--- src/rtl/core_pkg.sv ---
// Shared core constants: datapath width, the canonical NOP and the base opcodes
// that fetch and decode both refer to.
package core_pkg;

    localparam int XLEN = 32;

    localparam logic [31:0] NOP_INSTR = 32'h0000_0013;

    localparam logic [6:0] OP_LOAD   = 7'b0000011;
    localparam logic [6:0] OP_STORE  = 7'b0100011;
    localparam logic [6:0] OP_RTYPE  = 7'b0110011;
    localparam logic [6:0] OP_BRANCH = 7'b1100011;

endpackage

--- src/rtl/fetch_fifo.sv ---
// Small synchronous FIFO with a registered head, used both as the instruction
// buffer and as the in-flight PC tag queue. Flush takes priority over push/pop.
module fetch_fifo #(
    parameter int WIDTH = 64,
    parameter int DEPTH = 2,
    localparam int AW = $clog2(DEPTH),
    localparam int CW = AW + 1
) (
    input  logic             clk,
    input  logic             rst,
    input  logic             push,
    input  logic [WIDTH-1:0] push_data,
    input  logic             pop,
    input  logic             flush,
    output logic [CW-1:0]    count,
    output logic [WIDTH-1:0] head
);

    logic [WIDTH-1:0] mem_q [DEPTH];
    logic [WIDTH-1:0] mem_d [DEPTH];
    logic [AW-1:0]    rd_ptr_q, rd_ptr_d;
    logic [AW-1:0]    wr_ptr_q, wr_ptr_d;
    logic [CW-1:0]    count_q, count_d;
    logic             do_push, do_pop;

    always_comb begin
        do_push  = push && !flush;
        do_pop   = pop && !flush && (count_q != '0);
        mem_d    = mem_q;
        rd_ptr_d = rd_ptr_q;
        wr_ptr_d = wr_ptr_q;
        if (do_push) begin
            mem_d[wr_ptr_q] = push_data;
            wr_ptr_d        = wr_ptr_q + AW'(1);
        end
        if (do_pop) begin
            rd_ptr_d = rd_ptr_q + AW'(1);
        end
        count_d = count_q + CW'(do_push) - CW'(do_pop);
        if (flush) begin
            rd_ptr_d = '0;
            wr_ptr_d = '0;
            count_d  = '0;
        end
    end

    always_ff @(posedge clk or posedge rst) begin
        if (rst) begin
            for (int i = 0; i < DEPTH; i++) begin
                mem_q[i] <= '0;
            end
            rd_ptr_q <= '0;
            wr_ptr_q <= '0;
            count_q  <= '0;
        end else begin
            mem_q    <= mem_d;
            rd_ptr_q <= rd_ptr_d;
            wr_ptr_q <= wr_ptr_d;
            count_q  <= count_d;
        end
    end

    assign count = count_q;
    assign head  = mem_q[rd_ptr_q];

endmodule

--- src/rtl/fetch_stage.sv ---
// Instruction fetch front end: issues in-order memory requests under a credit
// limit, buffers responses with their PCs for decode, and flushes on redirect.
module fetch_stage
    import core_pkg::*;
#(
    parameter int               XLEN     = core_pkg::XLEN,
    parameter logic [XLEN-1:0]  RESET_PC = '0,
    parameter int               DEPTH    = 2
) (
    input  logic            clk,
    input  logic            rst,
    output logic            imem_req,
    output logic [XLEN-1:0] imem_addr,
    input  logic            imem_gnt,
    input  logic            imem_rvalid,
    input  logic [XLEN-1:0] imem_rdata,
    input  logic            redirect_valid,
    input  logic [XLEN-1:0] redirect_pc,
    output logic            id_valid,
    output logic [XLEN-1:0] id_instr,
    output logic [XLEN-1:0] id_pc,
    input  logic            id_ready
);

    localparam int          CW      = $clog2(DEPTH) + 1;
    localparam logic [CW:0] DEPTH_W = (CW + 1)'(DEPTH);

    logic [XLEN-1:0]   fetch_pc_q, fetch_pc_d;
    logic [XLEN-1:0]   last_pc_q, last_pc_d;
    logic [CW-1:0]     discard_q, discard_d;
    logic              run_q;

    logic [CW-1:0]     inflight;
    logic [XLEN-1:0]   tag_head;
    logic [CW-1:0]     buf_count;
    logic [2*XLEN-1:0] buf_head;

    logic grant, rsp, draining, buf_push, buf_pop, credit;

    // The tag queue holds exactly one PC per outstanding request, so its
    // occupancy doubles as the in-flight counter.
    fetch_fifo #(.WIDTH(XLEN), .DEPTH(DEPTH)) u_tag_q (
        .clk       (clk),
        .rst       (rst),
        .push      (grant),
        .push_data (fetch_pc_q),
        .pop       (rsp),
        .flush     (1'b0),
        .count     (inflight),
        .head      (tag_head)
    );

    fetch_fifo #(.WIDTH(2 * XLEN), .DEPTH(DEPTH)) u_ibuf (
        .clk       (clk),
        .rst       (rst),
        .push      (buf_push),
        .push_data ({tag_head, imem_rdata}),
        .pop       (buf_pop),
        .flush     (redirect_valid),
        .count     (buf_count),
        .head      (buf_head)
    );

    always_comb begin
        credit    = ({1'b0, inflight} + {1'b0, buf_count}) < DEPTH_W;
        imem_req  = run_q && credit && !redirect_valid;
        grant     = imem_req && imem_gnt;
        rsp       = imem_rvalid && (inflight != '0);
        draining  = (discard_q != '0);
        buf_push  = rsp && !draining && !redirect_valid;
        id_valid  = (buf_count != '0);
        buf_pop   = id_valid && id_ready;
        id_instr  = id_valid ? buf_head[XLEN-1:0] : XLEN'(NOP_INSTR);
        id_pc     = id_valid ? buf_head[2*XLEN-1:XLEN] : last_pc_q;
        last_pc_d = id_pc;

        fetch_pc_d = fetch_pc_q;
        discard_d  = discard_q;
        if (redirect_valid) begin
            fetch_pc_d = {redirect_pc[XLEN-1:2], 2'b00};
            discard_d  = inflight - CW'(rsp);
        end else begin
            if (grant) begin
                fetch_pc_d = fetch_pc_q + XLEN'(4);
            end
            if (rsp && draining) begin
                discard_d = discard_q - CW'(1);
            end
        end
    end

    always_ff @(posedge clk or posedge rst) begin
        if (rst) begin
            fetch_pc_q <= RESET_PC;
            last_pc_q  <= '0;
            discard_q  <= '0;
            run_q      <= 1'b0;
        end else begin
            fetch_pc_q <= fetch_pc_d;
            last_pc_q  <= last_pc_d;
            discard_q  <= discard_d;
            run_q      <= 1'b1;
        end
    end

    assign imem_addr = fetch_pc_q;

endmodule

--- config.mk ---
export PLATFORM = sky130hd
export DESIGN_NAME = fetch_stage
export DESIGN_NICKNAME = d
export VERILOG_FILES = /design/src/rtl/core_pkg.sv /design/src/rtl/fetch_fifo.sv /design/src/rtl/fetch_stage.sv
export SDC_FILE = /design/constraint.sdc
export NUM_CORES = 1
export LEC_CHECK = 0
export BUFFER_PORTS_ARGS = -buffer_cell sky130_fd_sc_hd__buf_4
export CAP_MARGIN = 40
export CORE_MARGIN = 2
export CORE_UTILIZATION = 35
export DETAILED_ROUTE_END_ITERATION = 6
export MAX_ROUTING_LAYER = met4
export PLACE_DENSITY = 0.64
export SLEW_MARGIN = 20
export SYNTH_ARGS = -nofsm -noshare
export SYNTH_HDL_FRONTEND = slang
export SYNTH_SLANG_ARGS = --single-unit
--- constraint.sdc ---
create_clock -name clk -period 11.3 [get_ports clk]
set_input_delay 1.13 -clock clk [delete_from_list [all_inputs] [get_ports clk]]
set_output_delay 1.13 -clock clk [all_outputs]
set_load 0.02 [all_outputs]
## Word-level counts from Yosys, hierarchy flattened

Index checks and enable logic that the tools add are counted.

| word-level totals | value |
|---|---|
| bits of input ports | 70 |
| flip-flop bits (word level) | 267 |

| operators by class | value |
|---|---|
| mux-type cells | 23 |
| reduce and logical (&&, ||, !) cells | 23 |
| order comparisons | 7 |
| bitwise operators | 4 |
| add/sub/neg operators | 12 |

Operators with widths:

| cell | number |
|---|---|
| $mux 32 | 8 |
| $mux 64 | 4 |
| $bwmux 128 | 1 |
| $bwmux 64 | 1 |
| $demux 64 s1 | 1 |
| $add 32x3->32 const B | 1 |
| $demux 32 s1 | 1 |
| $logic_and 1x1->1 | 14 |
| $reduce_bool 2->1 | 7 |
| $ge 2x2->1 const B | 4 |
| $not 1->2 | 4 |
| $mux 2 | 3 |
| $sub 2x1->2 | 3 |
| $add 1x1->1 const B | 4 |
| $add 2x1->2 | 2 |
| $lt 2x1->1 const B | 2 |
| $mux 1 | 4 |
| $add 2x2->3 | 1 |
| $lt 3x2->1 const B | 1 |
| $logic_not 1->1 | 2 |
| $sub 2x1->2 const B | 1 |

## Longest topological paths before layout

| depth | value |
|---|---|
| depth in word-level cells | 8 |
| mapped depth | 11 |

## Modules after synthesis

From an unflattened synthesis, not the netlist that was laid out.

| unflattened totals | value |
|---|---|
| cells, all modules | 900 |
| area total of the unflattened synthesis | 12831.1 sq um |

Modules (own cells, without submodules):

| module | instances | cells an instance | area an instance (sq um) |
|---|---|---|---|
| fetch_fifo at u_ibuf | 1 | 363 | 6316.1 |
| fetch_stage | 1 | 345 | 3498.4 |
| fetch_fifo at u_tag_q | 1 | 192 | 3016.6 |

## Least setup slack after synthesis

OpenSTA, ideal clock, no wires.

| timing path | value |
|---|---|
| kind | reg-to-output |
| start | register u_ibuf.rd_ptr_q |
| end | output port id_pc[10] |
| arrival time | 1.732 ns |
| required time | 10.170 ns |
| path slack | 8.438 ns |
| buffers on the path | 2 |
| stages on the path, launching flop included | 5 |
| path through | dfrtp_1 clkbuf_1 buf_1 mux2i_1 o21ai_0 |

| on the way | value |
|---|---|
| word-level cells in the longest chain between the ends | 5 |

Ends and longest elaborated chain:

| element | line | RTL |
|---|---|---|
| start: declaration | fetch_fifo.sv:21 | `logic [AW-1:0] rd_ptr_q, rd_ptr_d;` |
| start signal: assignment | fetch_fifo.sv:57 | `rd_ptr_q <= rd_ptr_d;` |
| $not 1->2 (not written as such) | fetch_fifo.sv:64 | `assign head = mem_q[rd_ptr_q];` |
| $mux 64 (not written as such) (3 in series) | fetch_fifo.sv:64 |  |
| $mux 32 | fetch_stage.sv:74 | `id_pc = id_valid ? buf_head[2*XLEN-1:XLEN] : last_pc_q;` |
| end: declaration | fetch_stage.sv:21 | `output logic [XLEN-1:0] id_pc,` |

No other way between the ends. The select of a mux whose other input is x is not followed.

## Final worst setup path

| timing path | value |
|---|---|
| start | register u_ibuf.rd_ptr_q |
| end | output port id_pc[7] |

Same word-level chain as after synthesis.

==> out/qor.yml <==
setup_ws_ns: 7.542
grt_max_degree: 74
seqCellArea_mm2: 0.006435
synth_flop_cell: "dfrtp_1"
track_usage_pct: 15.78
yosys_register_bits: 257
crit_chain: "buf_4 > mux2i_1 > o21ai_0 > buf_4"
synth_edf_count: 0
clockBufferDepth: 3
place.gp.congestion: 0.7938
io_pins: 168
worstPathArrival_ns: 2.63
hold_viol_final: 0
max_stage_delay_ns: 0.71
wl_per_cell_um: 16.66
clock-sinks: 257
hp-class: "reg2reg"
finalMaxSlewViolations: 0
worstPathMaxFanout: 44
critPathTopFamily: "buffers and inverters"
hold_end: "u_ibuf.mem_q[58]$_DFFE_PP0P_"
antenna_cells: 0
antenna_left: 0
outcome: "completed"
core_area_mm2: 0.03172
routed_wl_um: 25800
fp.dieH_um: 184.0
vias_per_cell: 5.053
clk_pin_slew_ns: 0.06
first_global_vias: 7701
grt_first_pass_wirelength_um: 41510
die_w_um: 184.0
reg2reg_depth: 10
setup_violations: 0
tns_ns: 0
worst_setup_path_start_kind: "flop"
drtIter0Drc: 383
num_vias: 7827
die_area_mm2: 0.03387
finalPower_mw: 3.585
dp_hpwl_um: 17090
portBuffers: 163
cap_violations: 0
cellPowerDensity_mw_per_mm2: 256.1
critical_path_class: "reg2out"
syn_area_mm2: 0.01135
cpMaxStageDelayCell: "buf_4"
cts_tree: "done"
multiInputGateArea_mm2: 0.004568
worstSkewPairLatency_ns: 0.53
finClkSkew_ns: 0.006325
async_flop_share_pct: 100.0
worstHoldStart: "u_ibuf.mem_q[58]$_DFFE_PP0P_"
placementRows: 65
post-route-cell-area_mm2: 0.01400
period_needed_ns: 3.758
drive_above_1_share_pct: 31.12
post_dp_cell_area_mm2: 0.01297
r2r_end: "u_tag_q.mem_q[60]$_DFFE_PP0P_"
required_ns: 10.17
hold_depth: 2
initial_utilization_pct: 35.77
rr_startpoint: "u_ibuf.count[0]$_DFF_PP0_"
ys_seq_area_share_pct: 56.68
peakVddDrop_mv: 0.1196
crit_buf_inv: 2
leakagePower_nw: 6.485
drtPass1Iterations: 5
area_delta_synth_final_pct: 23.40
tightest_slew_ns: 0.8230
rrSetupSlack_ns: 7.66
slew_headroom_pct: 45.13
overflow: 0
synth_warnings: 0
synth_cell_type_count: 49
syn_area_per_cell_um2: 11.55
cts_hold_buf: 0
fin_cells: 1549
cts_resized: 0
htreeDepth: 1
dp_slack_ns: 7.321
whs_ns: 0.4765
numCtsBuffers: 28
max_freq_mhz: 266.1
drcViolationCount: 0
antenna_found_initial: 0
dp_cells: 1495
nets: 1203
end_kind: "output pin"
n_fill_cell: 2981
fin_crit_sh_pct: 33.25
post-cts-setup-buffer-count: 0
post-route-util_pct: 44.14
synth_cells: 982
rsz0062_at_grt: "no"
root_buffer: "clkbuf_16"
cpMostUsedCell: "buf_4"
## state kept, by name, summed over array words and instances (netlist names)
| register | count |
|---|---|
| u_tag_q.rd_ptr_q | 1 |
| run_q | 1 |
| u_tag_q.mem_q | 60 |
| last_pc_q | 32 |
| discard_q | 2 |
| u_tag_q.count | 2 |
| u_ibuf.mem_q | 124 |
| u_ibuf.count | 2 |
| u_tag_q.wr_ptr_q | 1 |
| imem_addr | 30 |
| u_ibuf.wr_ptr_q | 1 |
| u_ibuf.rd_ptr_q | 1 |
## cells by family after synthesis
kind of cell             count (synthesis)  synth area share, %
AND/OR/NAND/NOR                        248                9.991
multiplexers                           211                19.89
other                                    2              0.06619
flip-flops                             257                56.68
AO/OA/AOI/OAI                          162                8.337
buffers and inverters                   84                3.308
adder cells (fa/ha/maj)                  8               0.9484
XOR/XNOR                                10               0.7719
## report_power, final
group	internal, mW	total, mW	switching, mW
clock network	0.593	0.953	0.360
logic	0.531	1.13	0.603
registers	1.29	1.50	0.205
total	2.42	3.59	1.17
## area by class of cell
cell class / instances / area share (%)
Clock buffer: 42 / 5.889
Clock inverter: 10 / 1.108
Inverter: 17 / 0.5094
Multi-Input combinational cell: 642 / 32.63
Sequential cell: 257 / 45.96
Tap cell: 402 / 3.592
Timing Repair Buffer: 179 / 10.31
## metal layers
layer  vias up  track usage, %  part of all wire [%]
met5         -               -                     0
met4         0           3.936                   1.5
met3        29           2.892                   6.8
met2       244           23.06                    44
met1      3830           22.66                    48
li1       3724               -                     -
## worst max-delay path by stage
stage | from | to | cells after the start
after global placement | redirect_valid | imem_addr[6]$_DFFE_PP0P_ | 8
after floorplan | rst | discard_q[0]$_DFFE_PP0P_ | 1
final | u_ibuf.rd_ptr_q$_DFFE_PP0P_ | id_pc[7] | 4
after global routing | u_ibuf.rd_ptr_q$_DFFE_PP0P_ | id_pc[12] | 4
after CTS | u_ibuf.rd_ptr_q$_DFFE_PP0P_ | id_pc[7] | 4
after detailed placement | redirect_valid | u_tag_q.mem_q[60]$_DFFE_PP0P_ | 8
## cell usage after synthesis (all sizes together), types with 2 or more instances
library cell	number	area (µm²)
a21o	4	31.28
a21oi	36	180.2
a221o	5	50.05
a22oi	2	15.01
a31o	3	26.28
a31oi	3	18.77
a32oi	2	17.52
and2	3	18.77
and3	8	50.05
buf	40	210.2
clkbuf	27	101.4
conb	2	7.510
dfrtp	257	6431
ha	7	87.58
inv	17	63.81
mux2	116	1306
mux2i	95	950.9
nand2	112	422.9
nand2b	3	18.77
nand3	11	55.05
nand4	14	108.9
nor2	78	292.8
nor2b	2	12.51
nor3	6	30.03
nor4	4	55.05
nor4b	2	32.53
o211ai	10	75.07
o21ai	86	434.2
o311ai	8	70.07
or4	2	15.01
xnor2	5	43.79
xor2	5	43.79
## tightest hold or removal path, delay by kind of cell (launching register included)
| family | cells | cell delay [ns] |
|---|---|---|
| AOI/OAI and AO/OA | 1 | 0.06 |
| and+or+nand+nor | 1 | 0.05 |
| DFF | 1 | 0.34 |
## cells in the final DEF, fill, tap and decap left out, types with 4 or more instances in the layout
master / n
a21oi_1: 36
a221o_1: 5
and3_1: 8
buf_16: 5
buf_4: 174
bufinv_16: 4
clkbuf_1: 8
clkbuf_16: 29
clkbuf_8: 5
clkinv_2: 4
dfrtp_1: 256
ha_1: 7
inv_1: 16
mux2_2: 116
mux2i_1: 95
nand2_1: 110
nand3_1: 11
nand4_1: 12
nor2_1: 76
nor3_1: 6
o211ai_1: 10
o21ai_0: 85
o311ai_0: 8
xnor2_1: 5
xor2_1: 5
No activity file was read; power rests on OpenSTA's default activity.
